$ cat src/rtl/dcache_sa2_wb.sv
// Two-way set-associative, write-back, write-allocate data cache.
// It sits between the MEM pipeline stage and a word-addressed data memory.
// Ports:
//   CLK, RSTn                    clock; synchronous active-low reset
//   req_valid/we/addr/be/wdata   MEM-stage access request (held while stall=1)
//   req_rdata                    load data (combinational on hit / RESPOND)
//   stall                        pipeline freeze while a miss is serviced
//   mem_csn/wen/addr/be/dout     data-memory request (csn/wen active-low)
//   mem_din                      data-memory read data
//   hit_count, miss_count        performance counters (wrap modulo 2^32)
module dcache_sa2_wb #(
    parameter int unsigned ADDR_W         = 12,
    parameter int unsigned NUM_SETS       = 4,
    parameter int unsigned WORDS_PER_LINE = 4,
    parameter int unsigned MEM_LATENCY    = 2
) (
    input  logic                CLK,
    input  logic                RSTn,
    input  logic                req_valid,
    input  logic                req_we,
    input  logic [ADDR_W-1:0]   req_addr,
    input  logic [3:0]          req_be,
    input  logic [31:0]         req_wdata,
    output logic [31:0]         req_rdata,
    output logic                stall,
    output logic                mem_csn,
    output logic                mem_wen,
    output logic [ADDR_W-3:0]   mem_addr,
    output logic [3:0]          mem_be,
    output logic [31:0]         mem_dout,
    input  logic [31:0]         mem_din,
    output logic [31:0]         hit_count,
    output logic [31:0]         miss_count
);

    localparam int unsigned OFF_W = $clog2(WORDS_PER_LINE);
    localparam int unsigned IDX_W = $clog2(NUM_SETS);
    localparam int unsigned TAG_W = ADDR_W - 2 - OFF_W - IDX_W;
    localparam int unsigned LAT_W = (MEM_LATENCY > 1) ? $clog2(MEM_LATENCY) : 1;

    localparam logic [OFF_W-1:0] WORD_LAST = OFF_W'(WORDS_PER_LINE - 1);
    localparam logic [LAT_W-1:0] LAT_LAST  = LAT_W'(MEM_LATENCY - 1);

    typedef enum logic [1:0] {
        LOOKUP    = 2'd0,
        WRITEBACK = 2'd1,
        REFILL    = 2'd2,
        RESPOND   = 2'd3
    } state_t;

    state_t state_q, state_d;

    // Storage: tag/data per way per set, valid/dirty bit-vectors per way, LRU per set
    logic [TAG_W-1:0]    tag_q   [2][NUM_SETS];
    logic [31:0]         data_q  [2][NUM_SETS][WORDS_PER_LINE];
    logic [NUM_SETS-1:0] valid_q [2];
    logic [NUM_SETS-1:0] dirty_q [2];
    logic [NUM_SETS-1:0] lru_q;

    logic             victim_q, victim_d;
    logic [OFF_W-1:0] wcnt_q, wcnt_d;
    logic [LAT_W-1:0] lcnt_q, lcnt_d;

    // Datapath controls from the FSM
    logic access_c;    // access completes this cycle (hit or RESPOND)
    logic acc_way_c;   // way touched by the completing access
    logic hit_inc_c;
    logic miss_inc_c;
    logic fill_we_c;   // capture mem_din into the victim line
    logic fill_done_c; // last refill word: install tag, mark valid/clean

    // Address split
    logic [OFF_W-1:0] req_off;
    logic [IDX_W-1:0] req_idx;
    logic [TAG_W-1:0] req_tag;
    logic             unused_addr_lsb;

    assign req_off         = req_addr[2 +: OFF_W];
    assign req_idx         = req_addr[2 + OFF_W +: IDX_W];
    assign req_tag         = req_addr[ADDR_W-1 -: TAG_W];
    assign unused_addr_lsb = ^req_addr[1:0];

    // Tag compare and victim selection
    logic hit0, hit1, hit, victim_sel;

    assign hit0 = valid_q[0][req_idx] && (tag_q[0][req_idx] == req_tag);
    assign hit1 = valid_q[1][req_idx] && (tag_q[1][req_idx] == req_tag);
    assign hit  = hit0 || hit1;

    always_comb begin
        if (!valid_q[0][req_idx])      victim_sel = 1'b0;
        else if (!valid_q[1][req_idx]) victim_sel = 1'b1;
        else                           victim_sel = lru_q[req_idx];
    end

    // State register and FSM-owned counters
    always_ff @(posedge CLK) begin
        if (!RSTn) begin
            state_q  <= LOOKUP;
            victim_q <= 1'b0;
            wcnt_q   <= '0;
            lcnt_q   <= '0;
        end else begin
            state_q  <= state_d;
            victim_q <= victim_d;
            wcnt_q   <= wcnt_d;
            lcnt_q   <= lcnt_d;
        end
    end

    // Next state, memory interface and pipeline response
    always_comb begin
        state_d     = state_q;
        victim_d    = victim_q;
        wcnt_d      = wcnt_q;
        lcnt_d      = lcnt_q;
        stall       = 1'b0;
        req_rdata   = '0;
        mem_csn     = 1'b1;
        mem_wen     = 1'b1;
        mem_addr    = '0;
        mem_be      = '0;
        mem_dout    = '0;
        access_c    = 1'b0;
        acc_way_c   = 1'b0;
        hit_inc_c   = 1'b0;
        miss_inc_c  = 1'b0;
        fill_we_c   = 1'b0;
        fill_done_c = 1'b0;

        case (state_q)
            LOOKUP: begin
                if (req_valid) begin
                    if (hit) begin
                        access_c  = 1'b1;
                        acc_way_c = hit1;
                        hit_inc_c = 1'b1;
                        if (!req_we) req_rdata = data_q[hit1][req_idx][req_off];
                    end else begin
                        stall      = 1'b1;
                        miss_inc_c = 1'b1;
                        victim_d   = victim_sel;
                        wcnt_d     = '0;
                        lcnt_d     = '0;
                        if (valid_q[victim_sel][req_idx] && dirty_q[victim_sel][req_idx])
                            state_d = WRITEBACK;
                        else
                            state_d = REFILL;
                    end
                end
            end
            WRITEBACK: begin
                stall    = 1'b1;
                mem_csn  = 1'b0;
                mem_wen  = 1'b0;
                mem_be   = 4'hF;
                mem_addr = {tag_q[victim_q][req_idx], req_idx, wcnt_q};
                mem_dout = data_q[victim_q][req_idx][wcnt_q];
                wcnt_d   = OFF_W'(wcnt_q + 1'b1);
                if (wcnt_q == WORD_LAST) state_d = REFILL;
            end
            REFILL: begin
                stall    = 1'b1;
                mem_csn  = 1'b0;
                mem_addr = {req_tag, req_idx, wcnt_q};
                lcnt_d   = LAT_W'(lcnt_q + 1'b1);
                // Read data is valid on the last cycle the address is held
                if (lcnt_q == LAT_LAST) begin
                    lcnt_d    = '0;
                    fill_we_c = 1'b1;
                    wcnt_d    = OFF_W'(wcnt_q + 1'b1);
                    if (wcnt_q == WORD_LAST) begin
                        fill_done_c = 1'b1;
                        state_d     = RESPOND;
                    end
                end
            end
            RESPOND: begin
                access_c  = 1'b1;
                acc_way_c = victim_q;
                if (!req_we) req_rdata = data_q[victim_q][req_idx][req_off];
                state_d   = LOOKUP;
            end
            default: state_d = LOOKUP;
        endcase

        // Reset takes effect immediately on the bus so an aborted writeback emits nothing
        if (!RSTn) begin
            stall       = 1'b0;
            req_rdata   = '0;
            mem_csn     = 1'b1;
            mem_wen     = 1'b1;
            mem_addr    = '0;
            mem_be      = '0;
            mem_dout    = '0;
            access_c    = 1'b0;
            hit_inc_c   = 1'b0;
            miss_inc_c  = 1'b0;
            fill_we_c   = 1'b0;
            fill_done_c = 1'b0;
        end
    end

    // Line status, LRU and performance counters
    always_ff @(posedge CLK) begin
        if (!RSTn) begin
            valid_q[0] <= '0;
            valid_q[1] <= '0;
            dirty_q[0] <= '0;
            dirty_q[1] <= '0;
            lru_q      <= '0;
            hit_count  <= '0;
            miss_count <= '0;
        end else begin
            if (access_c) begin
                lru_q[req_idx] <= ~acc_way_c;
                if (req_we) dirty_q[acc_way_c][req_idx] <= 1'b1;
            end
            if (fill_done_c) begin
                valid_q[victim_q][req_idx] <= 1'b1;
                dirty_q[victim_q][req_idx] <= 1'b0;
            end
            if (hit_inc_c)  hit_count  <= hit_count + 32'd1;
            if (miss_inc_c) miss_count <= miss_count + 32'd1;
        end
    end

    // Tag and data arrays (no reset; qualified by valid)
    always_ff @(posedge CLK) begin
        if (access_c && req_we) begin
            for (int b = 0; b < 4; b++) begin
                if (req_be[b])
                    data_q[acc_way_c][req_idx][req_off][8*b +: 8] <= req_wdata[8*b +: 8];
            end
        end
        if (fill_we_c) data_q[victim_q][req_idx][wcnt_q] <= mem_din;
        if (fill_done_c) tag_q[victim_q][req_idx] <= req_tag;
    end

endmodule

$ cat config.mk
export PLATFORM = sky130hd
export DESIGN_NAME = dcache_sa2_wb
export DESIGN_NICKNAME = d
export VERILOG_FILES = /design/src/rtl/dcache_sa2_wb.sv
export SDC_FILE = /design/constraint.sdc
export NUM_CORES = 2
export LEC_CHECK = 0
export CORE_MARGIN = 5
export CORE_UTILIZATION = 56
export DETAILED_ROUTE_END_ITERATION = 8
export PLACE_DENSITY = 0.74
export SYNTH_ARGS = -nofsm -noshare
export SYNTH_HDL_FRONTEND = slang
export SYNTH_SLANG_ARGS = --single-unit
$ cat constraint.sdc
create_clock -name CLK -period 3.95 [get_ports CLK]
set_input_delay 0.5925 -clock CLK [delete_from_list [all_inputs] [get_ports CLK]]
set_output_delay 0.5925 -clock CLK [all_outputs]
set_load 0.005 [all_outputs]
==> impl_metrics.py <==
metrics = {
    "timing": {
        "worst_slack_ps": -930,
        "slew_headroom_pct": 29.9,
        "fin_skew_ps": 46.9,
        "fin_crit_ps": 4880,
        "fin_hold_ws_ps": 457,
        "tightest_slew_ps": 1050,
        "max_freq_mhz": 205,
        "setup_violations": 131,
        "tns_ps": -27490,
        "finalHoldViolations": 0,
        "min_period_over_period_pct": 124,
        "grt_setup_unrepaired": "true",
        "drv_slew": 0,
    },
    "logic_synthesis": {
        "async_reset_ff_share_pct": 0,
        "syn_inst": 4188,
        "avgSynthCellArea_um2": 13.6,
        "ys.flop_type": "edfxtp_1",
        "synth_edf_count": 1080,
        "ys_warn_count": 0,
        "synth_top_area_cell": "edfxtp_1",
        "ys_seq_area_share_pct": 59.9,
        "yosys-top-cells-area": "edfxtp_1, mux4_2, nand2_1",
        "synth_top_area_share_pct": 57.0,
        "synth_area_um2": 56900,
        "ys_types": 74,
        "ys_ff_latch": 1163,
        "synth_nets": 4283,
    },
    "setup_path": {
        "arrival_ps": 4290,
        "r2r_cells": 14,
        "rr_startpoint": "tag_q[1][22]",
        "timing_worst_setup_path_type": "flop to output port",
        "cp-endpoint": "req_rdata[28]",
        "cp-end-kind": "output port",
        "ff2ff_setup_slack_ps": -50,
        "cp_max_fo": 6,
        "crit-reg2reg-capture": "data_q[1][444]",
        "start_kind": "flop",
        "setup.worst_path.start": "tag_q[1][2]",
        "worst_ep_required_time_ps": 3360,
    },
    "final_layout": {
        "nFillCells": 5797,
        "fin_area_um2": 73800,
        "multi_input_area_um2": 23600,
        "drive_above_1_share_pct": 34.1,
        "final-seq-area_um2": 34100,
        "layout.nets": 5007,
        "syn2layout_area_growth_pct": 29.8,
    },
    "floorplanning": {
        "die_y_um": 329,
        "die_width_um": 329,
        "initial_utilization_pct": 56.6,
        "die_area_um2": 108000,
        "ios": 229,
        "coreArea_um2": 100000,
        "fp-row-count": 116,
    },
    "placed_design": {
        "hpwl_mm": 125,
        "io_buffers": 226,
        "place.gp.congestion": 0.943,
        "place_area_um2": 64300,
    },
    "global_routing": {
        "grt_antenna_before_repair": 14,
        "gr-total-overflow": 0,
        "grt_start_max_net_pins": 85,
        "track_usage_pct": 36.5,
        "grt_pass1_wl_mm": 291,
        "grt_pass1_vias": 43800,
    },
    "cts": {
        "numClockSinks": 1163,
        "cts_tree": "built",
        "cts_root_buffer": "clkbuf_16",
        "cts_hold_buffers": 0,
        "insertion_delay_ps": 750,
        "htreeDepth": 3,
        "cts_buffers": 117,
        "clk_pin_slew_ps": 70,
        "clockBufferDepth": 3,
    },
    "routing": {
        "drt_wl_total_mm": 213,
        "drtIter0Drc": 7349,
        "ant_nets": 0,
        "dr_total_vias": 46000,
        "dr.pass1.iters": 9,
        "post_drt_via_cell_ratio": 7.22,
        "drc_errors": 0,
        "wl_per_cell_um": 33.4,
    },
    "power": {
        "power_leakage_nw": 26.1,
        "vdd_drop_max_mv": 0.458,
        "power_density_nw_per_um2": 384,
    },
    "run_status": {
        "violations": "setup timing",
        "status": "complete, but fails checks",
    },
    "min_path": {
        "holdCritPathClass": "flop to flop",
    },
    "run": {
        "drv_cap": 0,
    },
}
-- how the worst min path moves through the flow --
stage,from,to,slack [ps],depth (start not counted)
after CTS,valid_q[1][0],valid_q[1][0],460,1
after floorplan,valid_q[0][2],valid_q[0][2],420,1
after global routing,valid_q[1][3],valid_q[1][3],470,1
after detailed placement,valid_q[1][0],valid_q[1][0],440,1
after global placement,valid_q[1][3],valid_q[1][3],430,1
final,valid_q[0][3],valid_q[0][3],460,1
-- metal layers --
layer,part of all wire [%],track usage (%)
met2,44,55.8
met4,8.0,19.2
met1,31,46.3
met5,0.068,0
met3,17,12.9
-- worst max-delay path: stages (launching register included) --
cell and delay, ps:
edfxtp_1 360, mux4_2 520, xnor2_2 210, buf_4 140, and3_4 290, buf_4 150
buf_6 100, buf_12 130, buf_8 120, clkbuf_16 140, and3_4 190, a211oi_4 40
nor4_2 270, buf_4 170, o22ai_2 90, o41ai_2 320, buf_4 210, buf_6 100
-- flip-flops by register name (all words and copies together), names as in the netlist, named ones only --
name / flops
data_q: 1024
lru_q: 4
valid_q: 8
lcnt_q: 1
tag_q: 48
dirty_q: 8
victim_q: 1
state_q: 2
wcnt_q: 2
hit_count: 32
miss_count: 32
-- power by group --
group,total [mW],internal [mW],switching (mW)
logic,3.19,1.19,2.00
clock network,11.5,6.53,5.00
registers,13.6,13.6,0.0343
total,28.3,21.3,7.04
-- layout by cell type (no fill, tap or decap), drive strengths merged, types with 40 or more instances in the layout --
| master | n |
|---|---|
| clkbuf | 162 |
| a21oi | 216 |
| a22oi | 53 |
| buf | 740 |
| nor2 | 258 |
| a211oi | 155 |
| xnor2 | 40 |
| mux4 | 337 |
| nand2 | 634 |
| nand3 | 164 |
| edfxtp | 1080 |
| dfxtp | 83 |
| clkinv | 58 |
| and3 | 155 |
| clkdlybuf4s50 | 157 |
| mux2i | 168 |
-- logic make-up (layout without fill, tap and decap cells) --
family | after synthesis | count (layout) | share of synthesized area (%)
compound gates | 675 | 675 | 8.47
xor+xnor | 57 | 57 | 0.878
fa+ha+maj | 11 | 11 | 0.242
buf+inv | 375 | 1202 | 2.86
flops | 1163 | 1163 | 59.9
mux | 512 | 512 | 16.4
other cells | 0 | 6 | 0
simple gates | 1395 | 1397 | 11.2
-- what timing repair did --
item | 4_1_cts | 5_1_grt
endpoints found under the setup margin | 367 | 294
pin swaps | 74 | 110
resized for setup | 465 | 321
cloned | 23 | 22
buffers inserted | 69 | 79
-- metrics by stage --
stage | util [%] | instances | setup WS [ps] | total power [mW]
final | 73.5 | 6380 | -930 | 28.3
after detailed placement | 64.1 | 5970 | -1100 | 16.6
after floorplan | - | 4188 | 249 | 15.2
after global routing | 73.5 | 6375 | -1060 | 28.9
after CTS | 71.0 | 6282 | -1130 | 28.0
after global placement | 64.1 | 5970 | -1170 | 16.5
-- layout make-up --
class | instances | area share (%)
flip-flops and latches | 1163 | 46.2
clock buffers | 143 | 4.27
inverters | 22 | 0.114
multi-input cells | 2652 | 32.0
well taps | 1357 | 2.30
repair buffers | 956 | 14.0
clock inverters | 81 | 1.08
diodes | 6 | 0.0203
-- synthesized netlist by cell type (all sizes together) (34+ instances only) --
library cell,n
dfxtp,83
a211oi,155
buf,150
and3,155
mux2i,168
nand4,34
nor4,37
a22oi,53
nand3,164
edfxtp,1080
nand2,633
nor2,258
a21oi,216
clkbuf,203
mux4,337
xnor2,40
Power figures use the tool's default switching activity.
